--- src/rtl/altera_mem_if_ddr2_phy_0001_qsys_sequencer_pkg.sv ---
// Sequencer RAM loader shared definitions.
// State encoding, RAM geometry and Avalon byte-enable constant.
package altera_mem_if_ddr2_phy_0001_qsys_sequencer_pkg;

   localparam int SEQ_DEPTH  = 512;
   localparam int SEQ_ADDR_W = 9;

   localparam logic [3:0] BE_ALL = 4'hF;

   typedef enum logic [2:0] {
      S_LOAD,
      S_VERIFY,
      S_DRAIN,
      S_COMPARE,
      S_RUN,
      S_ERROR
   } state_t;

endpackage

--- src/rtl/altera_mem_if_ddr2_phy_0001_qsys_sequencer_ram_mux.sv ---
// Combinational RAM-port mux: loader write, verify read or CPU pass-through.
// Ports: state_i selects the source; ld_*/vf_*/cpu_* sources; ram_*_o to RAM.
module altera_mem_if_ddr2_phy_0001_qsys_sequencer_ram_mux
   import altera_mem_if_ddr2_phy_0001_qsys_sequencer_pkg::*;
#(
   parameter int ADDR_W = SEQ_ADDR_W
) (
   input  state_t              state_i,
   input  logic [ADDR_W-1:0]   ld_addr_i,
   input  logic                ld_wr_i,
   input  logic [31:0]         ld_data_i,
   input  logic [ADDR_W-1:0]   vf_addr_i,
   input  logic [ADDR_W-1:0]   cpu_address_i,
   input  logic [3:0]          cpu_byteenable_i,
   input  logic                cpu_chipselect_i,
   input  logic                cpu_write_i,
   input  logic [31:0]         cpu_writedata_i,
   output logic [ADDR_W-1:0]   ram_address_o,
   output logic [3:0]          ram_byteenable_o,
   output logic                ram_chipselect_o,
   output logic                ram_write_o,
   output logic [31:0]         ram_writedata_o
);

   always_comb begin
      ram_address_o    = '0;
      ram_byteenable_o = BE_ALL;
      ram_chipselect_o = 1'b0;
      ram_write_o      = 1'b0;
      ram_writedata_o  = '0;
      unique case (state_i)
         S_LOAD: begin
            ram_address_o    = ld_addr_i;
            ram_chipselect_o = ld_wr_i;
            ram_write_o      = ld_wr_i;
            ram_writedata_o  = ld_data_i;
         end
         S_VERIFY: begin
            ram_address_o    = vf_addr_i;
            ram_chipselect_o = 1'b1;
         end
         S_RUN: begin
            ram_address_o    = cpu_address_i;
            ram_byteenable_o = cpu_byteenable_i;
            ram_chipselect_o = cpu_chipselect_i;
            ram_write_o      = cpu_write_i;
            ram_writedata_o  = cpu_writedata_i;
         end
         default: ;
      endcase
   end

endmodule

--- src/rtl/blk_2afd55.sv ---
// Sequencer RAM boot loader: streams the program into RAM, checks a
// read-back sum, then releases the CPU and hands it the RAM port.
// Ports: load_* host stream, cpu_* Avalon slave side, ram_* RAM master
// side, cpu_reset_n / load_done / load_error / word_count status.
module blk_2afd55
   import altera_mem_if_ddr2_phy_0001_qsys_sequencer_pkg::*;
#(
   parameter int DEPTH  = SEQ_DEPTH,
   parameter int ADDR_W = SEQ_ADDR_W,
   parameter bit VERIFY = 1'b1
) (
   input  logic              clk,
   input  logic              reset_n,
   input  logic              load_valid,
   output logic              load_ready,
   input  logic [31:0]       load_data,
   input  logic              load_last,
   input  logic              reload,
   input  logic [ADDR_W-1:0] cpu_address,
   input  logic [3:0]        cpu_byteenable,
   input  logic              cpu_chipselect,
   input  logic              cpu_write,
   input  logic [31:0]       cpu_writedata,
   output logic [31:0]       cpu_readdata,
   output logic              cpu_waitrequest,
   output logic [ADDR_W-1:0] ram_address,
   output logic [3:0]        ram_byteenable,
   output logic              ram_chipselect,
   output logic              ram_write,
   output logic [31:0]       ram_writedata,
   output logic              ram_clken,
   input  logic [31:0]       ram_readdata,
   output logic              cpu_reset_n,
   output logic              load_done,
   output logic              load_error,
   output logic [ADDR_W:0]   word_count
);

   localparam logic [ADDR_W:0] FULL_CNT = (ADDR_W+1)'(DEPTH);

   state_t            state_q, state_d;
   logic [ADDR_W:0]   wc_q, wc_d;
   logic [ADDR_W-1:0] rd_q, rd_d;
   logic [31:0]       sum_q, sum_d;
   logic [31:0]       chk_q, chk_d;

   logic hs;
   logic full;
   logic last_rd;

   assign load_ready = reset_n && (state_q == S_LOAD);
   assign hs         = load_valid && load_ready;
   assign full       = (wc_q == FULL_CNT);
   assign last_rd    = ({1'b0, rd_q} == (wc_q - 1'b1));

   always_comb begin
      state_d = state_q;
      wc_d    = wc_q;
      rd_d    = rd_q;
      sum_d   = sum_q;
      chk_d   = chk_q;
      unique case (state_q)
         S_LOAD: begin
            if (hs) begin
               if (full) begin
                  state_d = S_ERROR;
               end else begin
                  wc_d  = wc_q + 1'b1;
                  sum_d = sum_q + load_data;
                  if (load_last) begin
                     state_d = VERIFY ? S_VERIFY : S_RUN;
                     rd_d    = '0;
                     chk_d   = '0;
                  end
               end
            end
         end
         S_VERIFY: begin
            // Read data lags its address by one cycle; the first
            // cycle has nothing to accumulate yet.
            if (rd_q != '0)
               chk_d = chk_q + ram_readdata;
            if (last_rd)
               state_d = S_DRAIN;
            else
               rd_d = rd_q + 1'b1;
         end
         S_DRAIN: begin
            chk_d   = chk_q + ram_readdata;
            state_d = S_COMPARE;
         end
         S_COMPARE: begin
            state_d = (chk_q == sum_q) ? S_RUN : S_ERROR;
         end
         S_RUN, S_ERROR: begin
            if (reload) begin
               state_d = S_LOAD;
               wc_d    = '0;
               sum_d   = '0;
               chk_d   = '0;
            end
         end
         default: state_d = S_LOAD;
      endcase
   end

   always_ff @(posedge clk) begin
      if (!reset_n) begin
         state_q <= S_LOAD;
         wc_q    <= '0;
         rd_q    <= '0;
         sum_q   <= '0;
         chk_q   <= '0;
      end else begin
         state_q <= state_d;
         wc_q    <= wc_d;
         rd_q    <= rd_d;
         sum_q   <= sum_d;
         chk_q   <= chk_d;
      end
   end

   assign cpu_reset_n     = (state_q == S_RUN);
   assign load_done       = (state_q == S_RUN);
   assign load_error      = (state_q == S_ERROR);
   assign cpu_waitrequest = (state_q != S_RUN);
   assign word_count      = wc_q;
   assign cpu_readdata    = ram_readdata;
   assign ram_clken       = 1'b1;

   altera_mem_if_ddr2_phy_0001_qsys_sequencer_ram_mux #(
      .ADDR_W (ADDR_W)
   ) u_mux (
      .state_i          (state_q),
      .ld_addr_i        (wc_q[ADDR_W-1:0]),
      .ld_wr_i          (hs && !full),
      .ld_data_i        (load_data),
      .vf_addr_i        (rd_q),
      .cpu_address_i    (cpu_address),
      .cpu_byteenable_i (cpu_byteenable),
      .cpu_chipselect_i (cpu_chipselect),
      .cpu_write_i      (cpu_write),
      .cpu_writedata_i  (cpu_writedata),
      .ram_address_o    (ram_address),
      .ram_byteenable_o (ram_byteenable),
      .ram_chipselect_o (ram_chipselect),
      .ram_write_o      (ram_write),
      .ram_writedata_o  (ram_writedata)
   );

endmodule

--- config.mk ---
export PLATFORM = sky130hd
export DESIGN_NAME = blk_2afd55
export DESIGN_NICKNAME = d
export VERILOG_FILES = /design/src/rtl/altera_mem_if_ddr2_phy_0001_qsys_sequencer_pkg.sv /design/src/rtl/altera_mem_if_ddr2_phy_0001_qsys_sequencer_ram_mux.sv /design/src/rtl/blk_2afd55.sv
export SDC_FILE = /design/constraint.sdc
export NUM_CORES = 1
export LEC_CHECK = 0
export ABC_AREA = 1
export CAP_MARGIN = 5
export CORE_ASPECT_RATIO = 0.8
export CORE_MARGIN = 2
export CORE_UTILIZATION = 30
export CTS_CLUSTER_DIAMETER = 50
export CTS_CLUSTER_SIZE = 14
export DETAILED_ROUTE_END_ITERATION = 10
export SYNTH_ARGS = -nofsm -noshare
export SYNTH_HDL_FRONTEND = slang
export SYNTH_SLANG_ARGS = --single-unit
--- constraint.sdc ---
create_clock -name clk -period 2.6 [get_ports clk]
set_clock_uncertainty 0.05 [all_clocks]
set_input_delay 0.39 -clock clk [delete_from_list [all_inputs] [get_ports clk]]
set_output_delay 0.39 -clock clk [all_outputs]
set_load 0.1 [all_outputs]
; ---- After elaboration in Yosys (flattened, before gate mapping)
; Cells that the tools add are included.
[op_classes]
add_sub_neg = 5
muxes = 30
n_eq_ne = 17
reduce_logical = 14
[op_table]
columns = cell, count
row1 = $mux W32, 7
row2 = $pmux W32 S2, 2
row3 = $pmux W32 S4, 1
row4 = $add A32 B32 Y32, 2
row5 = $mux W9, 4
row6 = $eq A32 B32 Y1, 1
row7 = $mux W10, 3
row8 = $pmux W9 S3, 1
row9 = $pmux W10 S2, 1
row10 = $pmux W9 S2, 1
row11 = $mux W3, 5
row12 = $pmux W3 S5, 1
row13 = $ne A2 B2 Y1 const B, 7
row14 = $add A10 B1 Y10 const B, 1
row15 = $eq A10 B10 Y1 const B, 1
row16 = $eq A9 B10 Y1, 1
row17 = $sub A10 B1 Y10 const B, 1
row18 = $add A9 B1 Y9 const B, 1
row19 = $reduce_bool A9 Y1, 1
row20 = $reduce_and A4 Y1, 2
row21 = $eq A3 B2 Y1 const B, 2
row22 = $eq A3 B3 Y1 const B, 2
row23 = $ne A3 B3 Y1 const B, 2
row24 = $reduce_and A6 Y1, 1
row25 = other kinds (12), 15
[word_totals]
reg_bits = 86
output_inout_bits = 95
inputBits = 116
wordCells = 71

; ---- Longest topological paths before layout
; Gate-level depths: netlist of run 1.
[depth]
depth_word = 5
mapped_depth = 15
depth_no_buf = 15

; ---- By module
; From an unflattened synthesis of run 1, not the netlist that was laid out.
[hier_totals]
hier_cells = 1590
hier_area_um2 = 9399.0
[modules_own_cells]
columns = module, cells_each, area_per_inst_um2, n_inst, seq_area_each_um2
row1 = blk_2afd55, 1425, 8590.7, 1, 1721.7
row2 = altera_mem_if_ddr2_phy_0001_qsys_sequencer_ram_mux, 165, 808.3, 1, 0.0

; ---- Least setup slack after synthesis of run 1
; OpenSTA, ideal clock, no wires.
[synth_path]
path_type = flip-flop to output port
start = register wc_q[0] (netlist: word_count[0])
end = output ram_chipselect
path_buffers = 1
setup_slack_ps = -1015
path_stages_with_launch = 11
required_time_ps = 2160
t_arrival_ps = 3175
cell_sequence = dfxtp_1 clkinv_1 ha_1 nand2_1 nor2_2 nand2_1 nor2_4 nor2_4 inv_2 buf_2 nand3_1
[synth_between]
elab_chain_cells = 4
[synth_rtl]
columns = item, line
row1 = "start, declared", blk_2afd55.sv:42  ; logic [ADDR_W:0] wc_q, wc_d;
row2 = "start signal, assigned", blk_2afd55.sv:116  ; wc_q <= wc_d;
row3 = $eq A10 B10 Y1, blk_2afd55.sv:53  ; assign full = (wc_q == FULL_CNT);
row4 = $logic_not A1 Y1, blk_2afd55.sv:136  ; .ld_wr_i (hs && !full),
row5 = $logic_and A1 B1 Y1, blk_2afd55.sv:136
row6 = $pmux W1 S3, altera_mem_if_ddr2_phy_0001_qsys_sequencer_ram_mux.sv:31  ; unique case (state_i)
row7 = "end, declared", blk_2afd55.sv:28  ; output logic ram_chipselect,
; No other way between the ends.

; ---- Worst setup path in the final report of run 1
[layout_path]
start = register wc_q[1] (netlist: word_count[1])
end = output ram_chipselect
; Same word-level chain as after synthesis.

==> flow_summary_export.csv, run 1 <==
group,metric,value,unit
logic_synthesis,yosys_warnings,0,
route,post-route-drc-count,0,
run,maxCapViolCount,0,
floorplanning,die_y,159,um
global_routing,grt_first_pass_wirelength,52900,um
route,viasPerCell,5.03,
cells_and_area,postLayoutCellArea,12700,um^2
setup_path,start_kind,"flip-flop",
logic_synthesis,synth_edf_count,0,
clocking,insertion_delay,360,ps
logic_synthesis,async_reset_ff_share,0,%
global_routing,overflow,0,
power_and_ir_drop,power_density,457,nW/um^2
sta,final_max_slew_viol_count,0,
placed_design,placed_area,12400,um^2
setup_path,cp-end-kind,"output port",
global_routing,antenna_found_initial,0,
sta,setup_viol,0,
logic_synthesis,synth_area,8970,um^2
setup_path,crit_chain,"inv_1, ha_4, nand2_1, nor2_2, nand2_1, nor2_4, nor2_4, inv_6, nand3_2, buf_12",
floorplanning,boundaryPins,211,
sta,post-route-period-util,96.3,%
global_routing,grt_use_total,21.7,%
cells_and_area,final_common_cell,"nand2_1",
setup_path,critPathSlowestCell,"dfxtp_2",
route,wire_per_inst,16.2,um
setup_path,crit_arrival,2060,ps
clocking,htreeDepth,3,
route,drtPass1Iterations,6,
global_routing,grt_pass1_vias,9753,
logic_synthesis,synth_top_flop_cell,"dfxtp_1",
clocking,numCtsBuffers,9,
power_and_ir_drop,p_leak,5.83,nW
logic_synthesis,avgSynthCellArea,6.12,um^2
cells_and_area,num_antenna_cells,0,
logic_synthesis,syn-num-nets,1649,
floorplanning,dieArea,31300,um^2
logic_synthesis,synth-seq-cells,86,
cells_and_area,drive_above_1_share,16.3,%
cells_and_area,num-nets-final,1908,
clocking,cts-root-buf,"clkbuf_16",
status,outcome,"finished clean",
sta,period_needed,2500,ps
floorplanning,num_rows,56,
floorplanning,start_util,30.5,%
cells_and_area,final_cell_mix,"nand2_1 (412), a21oi_1 (167), buf_4 (149), inv_1 (134), nor2_1 (123)",
logic_synthesis,synth_cell_types,46,
sta,rsz0062_at_grt,"no",
clocking,clk_pin_slew,70,ps
route,drt_iter0_drc,761,
floorplanning,design.core.area,29400,um^2
clocking,cts_num_sinks,86,
route,antenna_left,0,
clocking,postCtsHoldBufs,0,
cells_and_area,fin_util,43.4,%
placed_design,hpwl,27400,um
logic_synthesis,syn_inst,1465,
sta,worst_slew_pin_slew,940,ps
power_and_ir_drop,totalPowerFinal,0.00582,W
clocking,cts_buffer_depth,2,
global_routing,grt_max_degree,77,
setup_path,cpPeakStageDelay,320,ps
logic_synthesis,ys_seq_area_share,19.2,%
sta,max_freq,399,MHz
setup_path,worstPathMaxFanout,12,
route,dr_total_vias,10600,
worst_hold_path,min_path_type,"reg -> reg",
power_and_ir_drop,ir_drop,315,uV
route,wl,34100,um
setup_path,crit_type,"reg -> out",
sta,slew_headroom,37.4,%
clocking,cts_tree,"built",
cells_and_area,area.growth.synth_to_final,42.1,%
placed_design,gp_congestion,0.913,
placed_design,io_buffers,209,
sta,report.final.hold_viol_count,0,
floorplanning,die_w,197,um
setup_path,cp.required,2160,ps
[logic make-up after synthesis]
| kind of cell | synth area share (%) |
|---|---|
| buf+inv | 11.1 |
| xor+xnor | 4.10 |
| flops | 19.2 |
| simple gates | 36.4 |
| fa+ha+maj | 9.66 |
| compound gates | 19.5 |
| other cells | 0.0418 |
[routing by layer]
metal	part of all wire [%]	track usage (%)	wire (um)	vias to the layer above
li1	-	-	-	5413
met1	48	30.5	16300	4773
met2	44	34.9	15000	379
met3	6.7	3.60	2270	31
met4	1.5	4.37	509	0
met5	0	0	0	-
[power by group]
group / switching, W / leakage, nW / internal (W)
registers: 0.0000866 / 0.701 / 0.00138
clock network: 0.000615 / 0.142 / 0.000841
logic: 0.00183 / 4.98 / 0.00107
total: 0.00253 / 5.83 / 0.00329
[sequential cells by signal, summed over array words and instances, names as in the netlist]
| name | count |
|---|---|
| chk_q | 32 |
| rd_q | 9 |
| state_q | 3 |
| sum_q | 32 |
| word_count | 10 |
[synth_stat cells (20+ instances only)]
cell | instances | area [um^2]
a21oi_1 | 167 | 836
a22o_1 | 33 | 289
buf_4 | 38 | 285
dfxtp_1 | 86 | 1720
ha_1 | 66 | 826
inv_1 | 134 | 503
nand2_1 | 414 | 1550
nand3_1 | 107 | 536
nand4_1 | 26 | 163
nor2_1 | 123 | 462
nor3_1 | 29 | 145
o21ai_0 | 64 | 320
or2_2 | 20 | 125
xor2_1 | 28 | 245
[metrics by stage]
step / hold slack, ps / setup slack, ps / setup TNS, ps / std cells
5_1_grt: 474 / 0.0637 / 0 / 2106
4_1_cts: 446 / 36.7 / 0 / 2106
6_report: 446 / 95.9 / 0 / 2106
3_3_place_gp: 432 / -256 / -3380 / 2089
2_1_floorplan: 410 / -113 / -442 / 1465
3_5_place_dp: 436 / -275 / -4890 / 2089
[what timing repair did]
action / 4_1_cts / 5_1_grt
endpoints found under the hold margin: 0 / 0
pin swaps: 1 / 0
resized for setup: 3 / 8
endpoints found under the setup margin: 2 / 16
setup buffers: 1 / 0
[cell type report]
cell class                 instances  area (um^2)
fill                            3020        16600
multi-input combinational       1167         6340
timing repair buffer             317         3330
sequential                        86         1730
inverter                         143          542
tap                              377          472
clock buffer                      10          229
clock inverter                     6         86.3
[path summary, 6_finish.rpt]
path | from | to | slack (ps) | cells after the start
min | chk_q[27] | chk_q[27] | 450 | 2
max | word_count[1] | ram_chipselect | 100 | 10
min reg2reg | chk_q[27] | chk_q[27] | 450 | 2
max reg2reg | chk_q[0] | chk_q[24] | 240 | 12
[critical path, delay by kind of cell (launching register included)]
family,cells,cell delay (ps)
simple gates,6,700
buf+inv,3,480
fa+ha+maj,1,190
flops,1,320
No activity file was read; power rests on OpenSTA's default activity.
==> run 2, diff against run 1 <==
- CTS_CLUSTER_SIZE: 14 -> 10
==> results of run 2 <==
Same layout as run 1: the final DEF is identical, and so are final timing and power.
